File: config.mk
export PLATFORM = sky130hd
export DESIGN_NAME = axis_window_arbiter
export DESIGN_NICKNAME = d
export VERILOG_FILES = /design/src/rtl/axis_window_pkg.sv /design/src/rtl/axis_window_rr_pick.sv /design/src/rtl/axis_window_arbiter.sv
export SDC_FILE = /design/constraint.sdc
export NUM_CORES = 1
export LEC_CHECK = 0
export CAP_MARGIN = 20
export CORE_AREA = 2 2 253 255
export DETAILED_ROUTE_END_ITERATION = 10
export DIE_AREA = 0 0 255 257
export PLACE_DENSITY = 0.77
export SLEW_MARGIN = 40
export SYNTH_ARGS = -nofsm -noshare
export SYNTH_HDL_FRONTEND = slang
export SYNTH_SLANG_ARGS = --single-unit
File: constraint.sdc
create_clock -name aclk -period 24.8 [get_ports aclk]
set_input_delay 4.96 -clock aclk [delete_from_list [all_inputs] [get_ports aclk]]
set_output_delay 4.96 -clock aclk [all_outputs]
set_load 0.05 [all_outputs]
File: src/rtl/axis_window_pkg.sv
// Shared constants and types for the window-stream arbiter and its round-robin picker.
package axis_window_pkg;

  localparam int DATA_WIDTH_DEF = 128;
  localparam int DROP_CNT_W     = 16;
  localparam int MAX_IDX_W      = 4;

  typedef logic [MAX_IDX_W-1:0] port_idx_t;

endpackage

File: src/rtl/axis_window_rr_pick.sv
// Combinational round-robin search: the first request above ptr wins, wrapping back to index 0.
module axis_window_rr_pick
  import axis_window_pkg::*;
#(
  parameter int NUM_PORTS = 4,
  parameter int IDX_WIDTH = 2
) (
  input  logic [NUM_PORTS-1:0] req,
  input  logic [IDX_WIDTH-1:0] ptr,
  output logic [IDX_WIDTH-1:0] grant,
  output logic                 any_grant
);

  logic found_hi;
  logic found_lo;
  logic [IDX_WIDTH-1:0] grant_hi;
  logic [IDX_WIDTH-1:0] grant_lo;

  // Ports above ptr take priority; otherwise the wrapped range 0..ptr is searched.
  always_comb begin
    found_hi = 1'b0;
    found_lo = 1'b0;
    grant_hi = '0;
    grant_lo = '0;
    for (int i = 0; i < NUM_PORTS; i++) begin
      if (req[i] && (i > int'(ptr)) && !found_hi) begin
        found_hi = 1'b1;
        grant_hi = IDX_WIDTH'(i);
      end
      if (req[i] && (i <= int'(ptr)) && !found_lo) begin
        found_lo = 1'b1;
        grant_lo = IDX_WIDTH'(i);
      end
    end
    any_grant = found_hi | found_lo;
    grant     = found_hi ? grant_hi : grant_lo;
  end

endmodule

File: src/rtl/axis_window_arbiter.sv
// Round-robin merge of NUM_PORTS backpressure-free window streams onto one AXI4-Stream output.
// Optional per-port saturating drop counters are enabled by defining AXIS_WINDOW_ARB_CNT_EN.
module axis_window_arbiter
  import axis_window_pkg::*;
#(
  parameter int NUM_PORTS  = 4,
  parameter int DATA_WIDTH = DATA_WIDTH_DEF,
  parameter int IDX_WIDTH  = 2
) (
  input  logic                            aclk,
  input  logic                            aresetn,
  input  logic [NUM_PORTS-1:0]            cfg_enbl,
  input  logic                            ovf_clr,
  input  logic [NUM_PORTS*DATA_WIDTH-1:0] s_axis_tdata,
  input  logic [NUM_PORTS-1:0]            s_axis_tvalid,
  output logic [DATA_WIDTH-1:0]           m_axis_tdata,
  output logic [IDX_WIDTH-1:0]            m_axis_tuser,
  output logic                            m_axis_tvalid,
  input  logic                            m_axis_tready,
  output logic [NUM_PORTS-1:0]            sts_ovf
`ifdef AXIS_WINDOW_ARB_CNT_EN
  ,
  output logic [NUM_PORTS*DROP_CNT_W-1:0] sts_drop_cntr
`endif
);

  logic [NUM_PORTS-1:0]  full;
  logic [DATA_WIDTH-1:0] buf_data [NUM_PORTS];
  logic [NUM_PORTS-1:0]  req;
  logic [NUM_PORTS-1:0]  pop;
  logic [NUM_PORTS-1:0]  push;
  logic [NUM_PORTS-1:0]  drop;
  logic [IDX_WIDTH-1:0]  ptr;
  logic [IDX_WIDTH-1:0]  grant;
  logic                  any_grant;
  logic                  out_free;

  axis_window_rr_pick #(
    .NUM_PORTS (NUM_PORTS),
    .IDX_WIDTH (IDX_WIDTH)
  ) u_pick (
    .req       (req),
    .ptr       (ptr),
    .grant     (grant),
    .any_grant (any_grant)
  );

  // Disabled ports are masked from arbitration so a stale word can never be granted.
  always_comb begin
    out_free = ~m_axis_tvalid | m_axis_tready;
    req      = full & cfg_enbl;
    pop      = '0;
    for (int i = 0; i < NUM_PORTS; i++) begin
      pop[i] = out_free & any_grant & (grant == IDX_WIDTH'(i));
    end
    push = s_axis_tvalid & cfg_enbl & (~full | pop);
    drop = s_axis_tvalid & cfg_enbl & full & ~pop;
  end

  for (genvar gi = 0; gi < NUM_PORTS; gi++) begin : g_buf
    always_ff @(posedge aclk) begin
      if (!aresetn) begin
        full[gi]     <= 1'b0;
        buf_data[gi] <= '0;
      end else if (!cfg_enbl[gi]) begin
        full[gi] <= 1'b0;
      end else if (push[gi]) begin
        full[gi]     <= 1'b1;
        buf_data[gi] <= s_axis_tdata[gi*DATA_WIDTH +: DATA_WIDTH];
      end else if (pop[gi]) begin
        full[gi] <= 1'b0;
      end
    end
  end

  always_ff @(posedge aclk) begin
    if (!aresetn) begin
      m_axis_tvalid <= 1'b0;
      m_axis_tdata  <= '0;
      m_axis_tuser  <= '0;
      ptr           <= IDX_WIDTH'(NUM_PORTS - 1);
    end else if (out_free) begin
      m_axis_tvalid <= any_grant;
      if (any_grant) begin
        m_axis_tdata <= buf_data[grant];
        m_axis_tuser <= grant;
        ptr          <= grant;
      end
    end
  end

  // A drop in the same cycle as a clear keeps the flag set.
  always_ff @(posedge aclk) begin
    if (!aresetn) begin
      sts_ovf <= '0;
    end else begin
      sts_ovf <= (sts_ovf & ~{NUM_PORTS{ovf_clr}}) | drop;
    end
  end

`ifdef AXIS_WINDOW_ARB_CNT_EN
  for (genvar gc = 0; gc < NUM_PORTS; gc++) begin : g_cnt
    logic [DROP_CNT_W-1:0] cnt;

    always_ff @(posedge aclk) begin
      if (!aresetn) begin
        cnt <= '0;
      end else if (ovf_clr) begin
        cnt <= drop[gc] ? DROP_CNT_W'(1) : '0;
      end else if (drop[gc] && (cnt != {DROP_CNT_W{1'b1}})) begin
        cnt <= cnt + DROP_CNT_W'(1);
      end
    end

    assign sts_drop_cntr[gc*DROP_CNT_W +: DROP_CNT_W] = cnt;
  end
`endif

endmodule

==> key figures <==
Status
  – Status: finished clean

Placement
  – Final GP Congestion: 0.883
  – Placed Instance Area: 0.0376 mm^2
  – I/O Buffers: 658
  – DP HPWL: 65500 um

Clocking
  – Clock Latency Late Sink: 0.62 ns
  – Post-CTS sizing: 0
  – CTS tree: built
  – Clock Pin Slew Worst Setup and Hold Paths: 0.06 ns
  – Sink Count: 653
  – # H-tree levels: 3
  – CTS root buffer: clkbuf_16
  – CTS Buf Count: 71
  – Clk buf depth: 3
  – Post-CTS Hold Fix Bufs: 0
  – Post-CTS Setup Repair Bufs: 0

Die
  – Chip height: 257 um
  – Initial Utilization: 0.485
  – CORE AREA: 0.0627 mm^2
  – # rows: 92
  – Die W: 255 um
  – Num ports: 659
  – Area of the die: 0.0655 mm^2

Yosys
  – Post-Syn Nets: 3061
  – Syn. warnings: 0
  – Netlist Area Pre-Place: 0.0304 mm^2
  – Largest family of logic cells by synthesized area: simple AND/OR/NAND/NOR gates
  – EDFF count, synth: 512
  – Post-synthesis sequential area ratio: 0.598
  – Top FF cell, synth: edfxtp_1
  – Post-synthesis adder-cell area fraction: 0
  – Synth Instances: 2537
  – Post-synthesis mux area share: 0.0849
  – Post-Syn Area per Cell: 12.0 um^2
  – Compound-cell area share of the yosys netlist: 0.0823
  – FF+latch count, synth: 653
  – Count of cell types in the netlist: 36
  – Post-Synth Simple-Gate Area: 0.193
  – Post-synth ARST share: 0
  – Synth Area in XOR/XNOR: 0

Worst setup path
  – Critical Path Sink: buf_data[1][102]
  – Reg-to-reg setup timing slack: 20.60 ns
  – WP data required: 25.03 ns
  – Setup CP Type: primary input to flip-flop
  – Worst Setup SP: cfg_enbl[3]
  – Reg2Reg Capture Point: buf_data[1][102]
  – Endpoint class of the critical path: flip-flop
  – Crit path arrival time: 8.99 ns
  – Reg-to-reg critical path startpoint: full[1]
  – Reg2Reg Depth: 10
  – Startpoint class of the critical path: primary input
  – Crit path max fanout: 63

Pwr
  – Gate power share: 0.168
  – Clock share of power: 0.374
  – Cell Int Power: 2.08 mW
  – P_sw: 0.747 mW
  – Sw frac: 0.264
  – Power after layout: 2.83 mW
  – Sequential Power Share: 0.459
  – P per Cell Area: 70.6 mW/mm^2
  – Pleak: 15.0 nW
  – Maximum VDD drop: 0.0475 mV

STA
  – Fin Hold WS: 0.468 ns
  – Slew Limit Fails: 0
  – Final Hold Fails: 0
  – Post-layout min period: 8.77 ns
  – Relative slew slack: 0.366
  – Final setup viols: 0
  – Worst-margin pin slew: 0.952 ns
  – Setup TNS: 0 ns
  – Setup repair after global routing missed its margin: no
  – Max Freq: 114 MHz
  – Max Clock Skew: 0.0210 ns
  – Final Cycle Share: 0.353

Detailed routing
  – Post-Route WL: 101000 um
  – Via density: 6.08
  – DRT Pass-1 Iters: 6
  – DRT antenna net count: 0
  – DRC Markers: 0
  – Per-cell routed wire length: 25.6 um
  – 1st-iter DRT viols: 2797
  – Vias: 24.1k

Cells and area
  – Number of nets in the layout: 3556
  – Commonest non-fill, non-tap cell in the layout: clkdlybuf4s50_1
  – Final Instance Area: 0.0400 mm^2
  – Most frequent cells in the layout: clkdlybuf4s50_1 (657), edfxtp_1 (512), a21oi_1 (258)
  – FF+latch area: 0.0182 mm^2
  – Layout cell share with drive strength beyond 1: 0.0841
  – Fill count: 4689
  – Area growth, synth to finish: 31.7%
  – Multi-input gate area: 0.0111 mm^2

Global route
  – Total grt overflow: 0
  – Vias in the first global route: 23.7k
  – First-pass GRT wire length: 148000 um
  – Tot GR Track Use: 0.300
  – Initial antenna violation count: 27
  – Largest net degree at the start of global routing: 130

Worst hold path
  – Min-delay worst type: flip-flop to flip-flop
  – Worst hold path cell count: 2

Job
  – Max-cap violations: 0
## metal layers
| metal | wire length [um] | track usage | up-vias | share of wire |
|---|---|---|---|---|
| met5 | 59 | 0 | - | 0.00058 |
| met4 | 5750 | 0.172 | 8 | 0.057 |
| met3 | 9180 | 0.0535 | 285 | 0.091 |
| met2 | 48900 | 0.477 | 1498 | 0.48 |
| met1 | 37500 | 0.387 | 11700 | 0.37 |
| li1 | - | - | 10600 | - |
## area by class of cell
class,count,area share
clock inverters,29,0.00691
inverters,4,0.000375
multi-input cells,1594,0.277
repair buffers,708,0.182
diodes,29,0.00181
well taps,846,0.0264
clock buffers,102,0.0506
flip-flops and latches,653,0.455
## power groups by stage
stage          Clock [mW]  Sequential [mW]  Combinational (mW)
6_report             1.06             1.30               0.474
5_1_grt              1.10             1.30               0.495
4_1_cts              1.06             1.30               0.473
3_5_place_dp            0             1.32               0.471
3_3_place_gp            0             1.32               0.459
2_1_floorplan           0             1.40               0.194
## synthesized netlist by cell type, types with 59 or more instances
library cell / n / area share
a21oi_1: 258 / 0.042
buf_2: 59 / 0.0097
nand2_1: 136 / 0.017
o211ai_1: 129 / 0.032
and3_1: 256 / 0.053
dfxtp_1: 141 / 0.093
edfxtp_1: 512 / 0.51
mux2i_1: 258 / 0.085
clkbuf_1: 194 / 0.024
nor3b_2: 90 / 0.037
nand3_1: 259 / 0.043
nor3b_1: 166 / 0.041
## worst min path at each step
stage                       from           endpoint  slack (ns)
3_5_place_dp   m_axis_tdata[115]  m_axis_tdata[115]        0.46
2_1_floorplan             ptr[1]             ptr[1]        0.52
5_1_grt        m_axis_tdata[115]  m_axis_tdata[115]        0.49
6_report       m_axis_tdata[115]  m_axis_tdata[115]        0.47
4_1_cts        m_axis_tdata[115]  m_axis_tdata[115]        0.47
3_3_place_gp     m_axis_tdata[4]    m_axis_tdata[4]        0.45
## metrics by stage
| step | worst slack [ns] | std cells | utilization |
|---|---|---|---|
| after floorplan | 8.93 | 2537 | - |
| after global placement | 15.32 | 3789 | 0.594 |
| after detailed placement | 15.32 | 3803 | 0.599 |
| after CTS | 15.95 | 3934 | 0.636 |
| after global routing | 15.82 | 3958 | 0.638 |
| final | 16.03 | 3965 | 0.638 |
## logic make-up (layout without fill, tap and decap cells)
logic type / count (synthesis) / after routing
AOI/OAI and AO/OA: 416 / 416
buffers and inverters: 290 / 843
DFF: 653 / 653
muxes: 258 / 258
other: 0 / 29
and+or+nand+nor: 920 / 920
## critical path, cell delays in order
cell             delay (ns)
clkdlybuf4s50_1        0.60
nand2_1                0.22
o221ai_1               0.36
a22oi_2                0.18
buf_12                 0.19
buf_16                 0.22
buf_16                 0.29
o31a_1                 0.42
o21ai_4                0.18
buf_4                  0.57
buf_4                  0.67
## flip-flops by register name, indices dropped and copies added, names as in the netlist
signal	flops
m_axis_tvalid	1
m_axis_tuser	2
full	4
m_axis_tdata	128
sts_ovf	4
buf_data	512
ptr	2
No activity file was read; power rests on OpenSTA's default activity.
